### src/rtl/my_axi4_lite_mst_if.sv
// AXI4-Lite channel bundle shared by the CSR master and its slaves.
`timescale 1ns/1ps
interface aix4_lite_if #(
    parameter int ADDR_BIT_WIDTH = 4,
    parameter int DATA_BIT_WIDTH = 32
);
    logic [ADDR_BIT_WIDTH-1:0]   awaddr;
    logic                        awvalid;
    logic                        awready;
    logic [DATA_BIT_WIDTH-1:0]   wdata;
    logic [DATA_BIT_WIDTH/8-1:0] wstrb;
    logic                        wvalid;
    logic                        wready;
    logic [1:0]                  bresp;
    logic                        bvalid;
    logic                        bready;
    logic [ADDR_BIT_WIDTH-1:0]   araddr;
    logic                        arvalid;
    logic                        arready;
    logic [DATA_BIT_WIDTH-1:0]   rdata;
    logic [1:0]                  rresp;
    logic                        rvalid;
    logic                        rready;

    modport mst_port (
        output awaddr, awvalid, wdata, wstrb, wvalid, bready, araddr, arvalid, rready,
        input  awready, wready, bresp, bvalid, arready, rdata, rresp, rvalid
    );

    modport slv_port (
        input  awaddr, awvalid, wdata, wstrb, wvalid, bready, araddr, arvalid, rready,
        output awready, wready, bresp, bvalid, arready, rdata, rresp, rvalid
    );
endinterface

### src/rtl/my_axi4_lite_mst.sv
// Single-outstanding AXI4-Lite master: one command in, one AXI transaction out,
// one response (data, resp code, saturating latency) back.
`timescale 1ns/1ps
module my_axi4_lite_mst #(
    parameter int ADDR_BIT_WIDTH    = 4,
    parameter int DATA_BIT_WIDTH    = 32,
    parameter int LAT_CNT_BIT_WIDTH = 8
) (
    input  logic                         i_clk,
    input  logic                         i_sync_rst,
    input  logic                         i_cmd_valid,
    output logic                         o_cmd_ready,
    input  logic                         i_cmd_is_wr,
    input  logic [ADDR_BIT_WIDTH-1:0]    i_cmd_addr,
    input  logic [DATA_BIT_WIDTH-1:0]    i_cmd_wdata,
    input  logic [DATA_BIT_WIDTH/8-1:0]  i_cmd_wstrb,
    output logic                         o_rsp_valid,
    input  logic                         i_rsp_ready,
    output logic                         o_rsp_is_wr,
    output logic [DATA_BIT_WIDTH-1:0]    o_rsp_rdata,
    output logic [1:0]                   o_rsp_resp,
    output logic [LAT_CNT_BIT_WIDTH-1:0] o_rsp_lat,
    aix4_lite_if.mst_port                if_m_axi4_lite
);

    localparam int STRB_BIT_WIDTH = DATA_BIT_WIDTH / 8;
    localparam logic [LAT_CNT_BIT_WIDTH-1:0] LAT_MAX = '1;
    localparam logic [LAT_CNT_BIT_WIDTH-1:0] LAT_ONE = LAT_CNT_BIT_WIDTH'(1);

    if ($bits(if_m_axi4_lite.awaddr) != ADDR_BIT_WIDTH) begin : g_addr_width_chk
        $error("my_axi4_lite_mst: ADDR_BIT_WIDTH differs from interface address width");
    end
    if ($bits(if_m_axi4_lite.wdata) != DATA_BIT_WIDTH) begin : g_data_width_chk
        $error("my_axi4_lite_mst: DATA_BIT_WIDTH differs from interface data width");
    end

    typedef enum logic [2:0] {
        IDLE,
        WR_AW_W,
        WR_B,
        RD_AR,
        RD_R,
        RSP
    } state_t;

    typedef struct packed {
        logic                         cmd_ready;
        logic                         awvalid;
        logic                         wvalid;
        logic                         bready;
        logic                         arvalid;
        logic                         rready;
        logic [ADDR_BIT_WIDTH-1:0]    addr;
        logic [DATA_BIT_WIDTH-1:0]    wdata;
        logic [STRB_BIT_WIDTH-1:0]    wstrb;
        logic                         rsp_valid;
        logic                         rsp_is_wr;
        logic [DATA_BIT_WIDTH-1:0]    rsp_rdata;
        logic [1:0]                   rsp_resp;
        logic [LAT_CNT_BIT_WIDTH-1:0] lat;
    } regs_t;

    state_t state, state_nxt;
    regs_t  r, r_nxt;

    logic                         accept;
    logic                         aw_hs;
    logic                         w_hs;
    logic [LAT_CNT_BIT_WIDTH-1:0] lat_inc;

    assign accept  = i_cmd_valid && r.cmd_ready;
    assign aw_hs   = r.awvalid && if_m_axi4_lite.awready;
    assign w_hs    = r.wvalid && if_m_axi4_lite.wready;
    assign lat_inc = (r.lat == LAT_MAX) ? r.lat : r.lat + LAT_ONE;

    // NOTE: every field gets a default before the case so no path leaves a
    // variable unassigned -- that is what keeps this block free of latches.
    always_comb begin
        state_nxt = state;
        r_nxt     = r;
        unique case (state)
            IDLE: begin
                if (accept) begin
                    r_nxt.addr      = i_cmd_addr;
                    r_nxt.rsp_is_wr = i_cmd_is_wr;
                    r_nxt.lat       = '0;
                    if (i_cmd_is_wr) begin
                        r_nxt.wdata   = i_cmd_wdata;
                        r_nxt.wstrb   = i_cmd_wstrb;
                        r_nxt.awvalid = 1'b1;
                        r_nxt.wvalid  = 1'b1;
                        state_nxt     = WR_AW_W;
                    end else begin
                        r_nxt.arvalid = 1'b1;
                        state_nxt     = RD_AR;
                    end
                end
            end
            WR_AW_W: begin
                r_nxt.lat = lat_inc;
                if (aw_hs) r_nxt.awvalid = 1'b0;
                if (w_hs)  r_nxt.wvalid  = 1'b0;
                // A channel is finished if it handshakes now or already did earlier.
                if ((aw_hs || !r.awvalid) && (w_hs || !r.wvalid)) begin
                    r_nxt.bready = 1'b1;
                    state_nxt    = WR_B;
                end
            end
            WR_B: begin
                r_nxt.lat = lat_inc;
                if (if_m_axi4_lite.bvalid && r.bready) begin
                    r_nxt.bready    = 1'b0;
                    r_nxt.rsp_resp  = if_m_axi4_lite.bresp;
                    r_nxt.rsp_rdata = '0;
                    r_nxt.rsp_valid = 1'b1;
                    state_nxt       = RSP;
                end
            end
            RD_AR: begin
                r_nxt.lat = lat_inc;
                if (r.arvalid && if_m_axi4_lite.arready) begin
                    r_nxt.arvalid = 1'b0;
                    r_nxt.rready  = 1'b1;
                    state_nxt     = RD_R;
                end
            end
            RD_R: begin
                r_nxt.lat = lat_inc;
                if (if_m_axi4_lite.rvalid && r.rready) begin
                    r_nxt.rready    = 1'b0;
                    r_nxt.rsp_resp  = if_m_axi4_lite.rresp;
                    r_nxt.rsp_rdata = if_m_axi4_lite.rdata;
                    r_nxt.rsp_valid = 1'b1;
                    state_nxt       = RSP;
                end
            end
            RSP: begin
                if (i_rsp_ready) begin
                    r_nxt.rsp_valid = 1'b0;
                    state_nxt       = IDLE;
                end
            end
            default: state_nxt = IDLE;
        endcase
        r_nxt.cmd_ready = (state_nxt == IDLE);
    end

    // NOTE: state is updated with non-blocking assignments so every flop
    // samples the pre-edge values regardless of process ordering.
    always_ff @(posedge i_clk) begin
        if (i_sync_rst) begin
            state <= IDLE;
            r     <= '0;
        end else begin
            state <= state_nxt;
            r     <= r_nxt;
        end
    end

    assign o_cmd_ready = r.cmd_ready;
    assign o_rsp_valid = r.rsp_valid;
    assign o_rsp_is_wr = r.rsp_is_wr;
    assign o_rsp_rdata = r.rsp_rdata;
    assign o_rsp_resp  = r.rsp_resp;
    assign o_rsp_lat   = r.lat;

    assign if_m_axi4_lite.awaddr  = r.addr;
    assign if_m_axi4_lite.awvalid = r.awvalid;
    assign if_m_axi4_lite.wdata   = r.wdata;
    assign if_m_axi4_lite.wstrb   = r.wstrb;
    assign if_m_axi4_lite.wvalid  = r.wvalid;
    assign if_m_axi4_lite.bready  = r.bready;
    assign if_m_axi4_lite.araddr  = r.addr;
    assign if_m_axi4_lite.arvalid = r.arvalid;
    assign if_m_axi4_lite.rready  = r.rready;

endmodule

### src/flat_wrapper.sv
// flat-port wrapper written by rule: the top's interface ports become plain ports
module my_axi4_lite_mst_flat 
#(
    parameter int ADDR_BIT_WIDTH    = 4,
    parameter int DATA_BIT_WIDTH    = 32,
    parameter int LAT_CNT_BIT_WIDTH = 8
)
  (i_clk, i_sync_rst, i_cmd_valid, o_cmd_ready, i_cmd_is_wr, i_cmd_addr, i_cmd_wdata, i_cmd_wstrb, o_rsp_valid, i_rsp_ready, o_rsp_is_wr, o_rsp_rdata, o_rsp_resp, o_rsp_lat, if_m_axi4_lite_awaddr, if_m_axi4_lite_awvalid, if_m_axi4_lite_wdata, if_m_axi4_lite_wstrb, if_m_axi4_lite_wvalid, if_m_axi4_lite_bready, if_m_axi4_lite_araddr, if_m_axi4_lite_arvalid, if_m_axi4_lite_rready, if_m_axi4_lite_awready, if_m_axi4_lite_wready, if_m_axi4_lite_bresp, if_m_axi4_lite_bvalid, if_m_axi4_lite_arready, if_m_axi4_lite_rdata, if_m_axi4_lite_rresp, if_m_axi4_lite_rvalid);
  aix4_lite_if #(.ADDR_BIT_WIDTH(ADDR_BIT_WIDTH), .DATA_BIT_WIDTH(DATA_BIT_WIDTH)) if_m_axi4_lite_i ();
  input  logic i_clk;
  input  logic i_sync_rst;
  input  logic i_cmd_valid;
  output logic o_cmd_ready;
  input  logic i_cmd_is_wr;
  input  logic [ADDR_BIT_WIDTH-1:0] i_cmd_addr;
  input  logic [DATA_BIT_WIDTH-1:0] i_cmd_wdata;
  input  logic [DATA_BIT_WIDTH/8-1:0] i_cmd_wstrb;
  output logic o_rsp_valid;
  input  logic i_rsp_ready;
  output logic o_rsp_is_wr;
  output logic [DATA_BIT_WIDTH-1:0] o_rsp_rdata;
  output logic [1:0] o_rsp_resp;
  output logic [LAT_CNT_BIT_WIDTH-1:0] o_rsp_lat;
  output wire logic [$bits(if_m_axi4_lite_i.awaddr)-1:0] if_m_axi4_lite_awaddr;
  output wire logic [$bits(if_m_axi4_lite_i.awvalid)-1:0] if_m_axi4_lite_awvalid;
  output wire logic [$bits(if_m_axi4_lite_i.wdata)-1:0] if_m_axi4_lite_wdata;
  output wire logic [$bits(if_m_axi4_lite_i.wstrb)-1:0] if_m_axi4_lite_wstrb;
  output wire logic [$bits(if_m_axi4_lite_i.wvalid)-1:0] if_m_axi4_lite_wvalid;
  output wire logic [$bits(if_m_axi4_lite_i.bready)-1:0] if_m_axi4_lite_bready;
  output wire logic [$bits(if_m_axi4_lite_i.araddr)-1:0] if_m_axi4_lite_araddr;
  output wire logic [$bits(if_m_axi4_lite_i.arvalid)-1:0] if_m_axi4_lite_arvalid;
  output wire logic [$bits(if_m_axi4_lite_i.rready)-1:0] if_m_axi4_lite_rready;
  input wire logic [$bits(if_m_axi4_lite_i.awready)-1:0] if_m_axi4_lite_awready;
  input wire logic [$bits(if_m_axi4_lite_i.wready)-1:0] if_m_axi4_lite_wready;
  input wire logic [$bits(if_m_axi4_lite_i.bresp)-1:0] if_m_axi4_lite_bresp;
  input wire logic [$bits(if_m_axi4_lite_i.bvalid)-1:0] if_m_axi4_lite_bvalid;
  input wire logic [$bits(if_m_axi4_lite_i.arready)-1:0] if_m_axi4_lite_arready;
  input wire logic [$bits(if_m_axi4_lite_i.rdata)-1:0] if_m_axi4_lite_rdata;
  input wire logic [$bits(if_m_axi4_lite_i.rresp)-1:0] if_m_axi4_lite_rresp;
  input wire logic [$bits(if_m_axi4_lite_i.rvalid)-1:0] if_m_axi4_lite_rvalid;
  assign if_m_axi4_lite_awaddr = if_m_axi4_lite_i.awaddr;
  assign if_m_axi4_lite_awvalid = if_m_axi4_lite_i.awvalid;
  assign if_m_axi4_lite_wdata = if_m_axi4_lite_i.wdata;
  assign if_m_axi4_lite_wstrb = if_m_axi4_lite_i.wstrb;
  assign if_m_axi4_lite_wvalid = if_m_axi4_lite_i.wvalid;
  assign if_m_axi4_lite_bready = if_m_axi4_lite_i.bready;
  assign if_m_axi4_lite_araddr = if_m_axi4_lite_i.araddr;
  assign if_m_axi4_lite_arvalid = if_m_axi4_lite_i.arvalid;
  assign if_m_axi4_lite_rready = if_m_axi4_lite_i.rready;
  assign if_m_axi4_lite_i.awready = if_m_axi4_lite_awready;
  assign if_m_axi4_lite_i.wready = if_m_axi4_lite_wready;
  assign if_m_axi4_lite_i.bresp = if_m_axi4_lite_bresp;
  assign if_m_axi4_lite_i.bvalid = if_m_axi4_lite_bvalid;
  assign if_m_axi4_lite_i.arready = if_m_axi4_lite_arready;
  assign if_m_axi4_lite_i.rdata = if_m_axi4_lite_rdata;
  assign if_m_axi4_lite_i.rresp = if_m_axi4_lite_rresp;
  assign if_m_axi4_lite_i.rvalid = if_m_axi4_lite_rvalid;
  my_axi4_lite_mst #(.ADDR_BIT_WIDTH(ADDR_BIT_WIDTH), .DATA_BIT_WIDTH(DATA_BIT_WIDTH), .LAT_CNT_BIT_WIDTH(LAT_CNT_BIT_WIDTH)) u_core (.i_clk(i_clk), .i_sync_rst(i_sync_rst), .i_cmd_valid(i_cmd_valid), .o_cmd_ready(o_cmd_ready), .i_cmd_is_wr(i_cmd_is_wr), .i_cmd_addr(i_cmd_addr), .i_cmd_wdata(i_cmd_wdata), .i_cmd_wstrb(i_cmd_wstrb), .o_rsp_valid(o_rsp_valid), .i_rsp_ready(i_rsp_ready), .o_rsp_is_wr(o_rsp_is_wr), .o_rsp_rdata(o_rsp_rdata), .o_rsp_resp(o_rsp_resp), .o_rsp_lat(o_rsp_lat), .if_m_axi4_lite(if_m_axi4_lite_i));
endmodule
### config.mk
export PLATFORM = sky130hd
export DESIGN_NAME = my_axi4_lite_mst_flat
export DESIGN_NICKNAME = d
export VERILOG_FILES = /design/src/rtl/my_axi4_lite_mst_if.sv /design/src/rtl/my_axi4_lite_mst.sv /design/src/flat_wrapper.sv
export SDC_FILE = /design/constraint.sdc
export NUM_CORES = 1
export LEC_CHECK = 0
export CAP_MARGIN = 10
export CORE_MARGIN = 4
export CORE_UTILIZATION = 40
export DETAILED_ROUTE_END_ITERATION = 10
export PLACE_DENSITY = 0.81
export SYNTH_ARGS = -nofsm -noshare
export SYNTH_HDL_FRONTEND = slang
export SYNTH_SLANG_ARGS = --single-unit
### constraint.sdc
create_clock -name i_clk -period 2 [get_ports i_clk]
set_clock_uncertainty 0.1 [all_clocks]
set_input_delay 0.2 -clock i_clk [delete_from_list [all_inputs] [get_ports i_clk]]
set_output_delay 0.2 -clock i_clk [all_outputs]
set_load 0.005 [all_outputs]
==> qor.txt <==
CLOCKING
-----------------------------------------------------------------------------------------------
Clk sinks ........................................................................           93
Htree depth ......................................................................            3
Clock tree from TritonCTS ........................................................        built
Inserted Clock Buffers ...........................................................            9
Clock input transition at the sequential cells of the worst setup and hold paths .      0.09 ns
Maximum number of buffers from clock root to sink ................................            2
Root buffer cell ................................................................. sky130_fd_sc_hd__clkbuf_8
Post-CTS Setup Repair Bufs .......................................................            0
Number of gates resized after CTS ................................................            0
Clock latency on the worst-skew pair .............................................      0.35 ns
Count of hold buffers inserted by post-cts repair ................................            0

FLOORPLANNING
-----------------------------------------------------------------------------------------------
Area of the die .................................................................. 10,400 sq um
Starting utilization of the core area ............................................        42.0%
# rows ...........................................................................           33
Boundary Pins ....................................................................          180
Die boundary height ..............................................................       102 um
Overall die width ................................................................       102 um
Placeable core area ..............................................................   8380 sq um

TIMING
-----------------------------------------------------------------------------------------------
Transition time at the pin with the least slew margin ............................     0.591 ns
Maximum frequency from static timing analysis ....................................      550 MHz
Min Hold Slack ...................................................................     0.263 ns
Total Negative Setup Slacks ......................................................         0 ns
Final Hold Viols .................................................................            0
Number of failing setup endpoints in the final timing report .....................            0
Final critical path time including I/O delays and setup ..........................      1.82 ns
Final critical-path share of the clock period ....................................        90.8%
RSZ-0062 raised after global routing .............................................        false
Max-slew violations ..............................................................            0
Worst max-slew margin expressed relative to the limit ............................        60.6%

GRT
-----------------------------------------------------------------------------------------------
Wire length of the first global-routing pass .....................................      16.4 mm
Total grt overflow ...............................................................            0
Number of antenna violations at the first check in global routing ................            0
GR Util All Layers ...............................................................        19.7%
Largest net degree at the start of global routing ................................           39
Via count of the first global-routing pass .......................................        3,531

WORST SETUP PATH
-----------------------------------------------------------------------------------------------
WS Path Type .....................................................................      reg2reg
Cell type of the slowest stage on the worst timing path .......................... sky130_fd_sc_hd__dfxtp_1
Category of the worst setup path launch point ....................................     register
WP data arrival ..................................................................      1.93 ns
Data required time at the worst endpoint .........................................      2.12 ns
Slowest cell delay on critical path ..............................................      0.46 ns
Ordered cell list for the critical path .......................................... buf_4 -> nand4b_1 -> a21o_1 -> buf_4 -> a22oi_1 -> nor2_1
Maximum fanout along the worst path ..............................................           33
Crit. End Element ................................................................     register
Most Frequent Cell on Critical Path .............................................. sky130_fd_sc_hd__buf_4

POWER AND IR DROP
-----------------------------------------------------------------------------------------------
Post-layout total power ..........................................................      4.02 mW
Leakage ..........................................................................      1.94 nW
Power density over the cells .....................................................  713 nW/um^2
Max rail drop VDD ................................................................       418 uV

DRT
-----------------------------------------------------------------------------------------------
Number of vias per cell ..........................................................         5.07
First-pass detailed-route iteration total ........................................            5
Final routed wirelength across all metal layers ..................................      10.3 mm
DRC violation count after routing ................................................            0
Final antenna-violating net count ................................................            0
Final routed wire length divided by cell count ...................................      14.9 um
DR vias ..........................................................................        3,531
Number of DRC violations after detailed-routing iteration 0 ......................          146

CELLS AND AREA
-----------------------------------------------------------------------------------------------
Most used cells in the layout excluding fill and tap cells ....................... sky130_fd_sc_hd__clkdlybuf4s50_1, sky130_fd_sc_hd__nand2_1, sky130_fd_sc_hd__dfxtp_1
Filler Cells Inserted ............................................................          715
Signed area change from the synthesized netlist to the final layout ..............        60.0%
Layout Nets ......................................................................          675
Final antenna diode count ........................................................            0
Share of cells above drive strength 1 ............................................        6.09%
Post-route design area ...........................................................   5630 sq um
Most common library cell in the layout ignoring fill and taps .................... sky130_fd_sc_hd__clkdlybuf4s50_1
Post-route insts no fill .........................................................          696

PLACE
-----------------------------------------------------------------------------------------------
Routability-driven placement congestion ratio ....................................        0.848
Hpwl dp ..........................................................................      7.69 mm
Input/output buffers .............................................................          179
Post-placement cell area .........................................................   5420 sq um
Cells after DPL ..................................................................          682

LOGIC SYNTHESIS
-----------------------------------------------------------------------------------------------
Top flip-flop cell by instance count after synthesis ............................. sky130_fd_sc_hd__dfxtp_1
Post-synthesis instance area .....................................................   3520 sq um
Warning count from the yosys run .................................................            0
Number of different library cells in the post-synthesis netlist ..................           45
Average cell area after synthesis ................................................   8.48 sq um
Async set-reset flop share out of synthesis ......................................           0%
EDFF count, synth ................................................................            0
Proportion of synthesized chip area in sequential cells ..........................        52.9%
Net count after synthesis ........................................................          502
Post-Synthesis Cells .............................................................          415
Flip-flop and latch count after synthesis ........................................           93

FLOW RUN
-----------------------------------------------------------------------------------------------
Number of max-cap violations .....................................................            0

STATUS
-----------------------------------------------------------------------------------------------
Result of the run ................................................................ complete, no violations

HOLD PATH
-----------------------------------------------------------------------------------------------
Worst Hold Class .................................................................       in2reg

==> stage by stage <==
stage	setup slack (ns)	utilization, %
2_1_floorplan	0.322	-
3_3_place_gp	0.199	64.7
3_5_place_dp	0.101	64.7
4_1_cts	0.0748	67.1
5_1_grt	0.0141	67.2
6_report	0.183	67.2
==> power by group <==
part	internal (mW)	switching (mW)
registers	1.93	0.0534
clock network	0.691	0.616
logic	0.416	0.309
total	3.04	0.979
==> state kept, by name (all words and copies together) (netlist names) <==
register / flops
u_core.if_m_axi4_lite.arvalid: 1
u_core.if_m_axi4_lite.rready: 1
u_core.o_rsp_lat: 8
u_core.if_m_axi4_lite.wdata: 32
u_core.if_m_axi4_lite.wstrb: 4
u_core.if_m_axi4_lite.awvalid: 1
u_core.if_m_axi4_lite.araddr: 4
u_core.o_cmd_ready: 1
u_core.o_rsp_resp: 2
u_core.o_rsp_is_wr: 1
u_core.if_m_axi4_lite.bready: 1
u_core.state: 3
u_core.o_rsp_valid: 1
u_core.if_m_axi4_lite.wvalid: 1
u_core.o_rsp_rdata: 32
==> cells by family after synthesis <==
family | after synthesis | synth area share [%]
buffers and inverters | 37 | 4.80
adder cells (fa/ha/maj) | 1 | 0.356
XOR/XNOR | 2 | 0.711
flip-flops | 93 | 52.9
multiplexers | 1 | 0.285
AO/OA/AOI/OAI | 103 | 19.1
AND/OR/NAND/NOR | 178 | 21.9
==> cell usage after synthesis, types with 3 or more instances <==
master / count / area, sq um
sky130_fd_sc_hd__dfxtp_1: 93 / 1860
sky130_fd_sc_hd__a311oi_1: 5 / 43.8
sky130_fd_sc_hd__buf_2: 12 / 60.1
sky130_fd_sc_hd__nor2_1: 45 / 169
sky130_fd_sc_hd__o21ai_0: 3 / 15.0
sky130_fd_sc_hd__or2_2: 3 / 18.8
sky130_fd_sc_hd__nand2_1: 98 / 368
sky130_fd_sc_hd__a211oi_1: 4 / 30.0
sky130_fd_sc_hd__buf_4: 4 / 30.0
sky130_fd_sc_hd__and3_1: 3 / 18.8
sky130_fd_sc_hd__nand3_1: 9 / 45.0
sky130_fd_sc_hd__nor3_1: 3 / 15.0
sky130_fd_sc_hd__clkbuf_1: 15 / 56.3
sky130_fd_sc_hd__a21oi_1: 45 / 225
sky130_fd_sc_hd__inv_1: 6 / 22.5
sky130_fd_sc_hd__a22oi_1: 32 / 240
==> layout make-up <==
type | instances | area [sq um] | area share, %
repair buffers | 193 | 1920 | 34.0
clock buffers | 10 | 128 | 2.27
clock inverters | 4 | 75.1 | 1.33
multi-input cells | 285 | 1500 | 26.6
inverters | 6 | 22.5 | 0.400
flip-flops and latches | 93 | 1860 | 33.1
well taps | 105 | 131 | 2.33
==> final timing paths <==
kind	start	to	slack, ns	cells after the start
max	u_core.state[2]	u_core.o_rsp_rdata[24]	0.18	6
min	i_sync_rst	u_core.if_m_axi4_lite.araddr[0]	0.26	2
max reg2reg	u_core.state[2]	u_core.o_rsp_rdata[24]	0.18	6
min reg2reg	u_core.if_m_axi4_lite.wdata[3]	u_core.if_m_axi4_lite.wdata[3]	0.36	2
==> worst max-delay path, delay by kind of cell, from the launching register on <==
family	cells	cell delay, ns
flip-flops	1	0.46
buffers and inverters	2	0.43
AO/OA/AOI/OAI	2	0.41
AND/OR/NAND/NOR	2	0.28
==> routing by layer <==
metal,global-route usage [%],vias up,routed length (um)
met3,8.26,16,1150
met1,22.4,1620,4080
li1,-,1766,-
met5,0,-,0
met4,7.46,0,193
met2,32.9,129,4920
No activity file was read; power rests on OpenSTA's default activity.
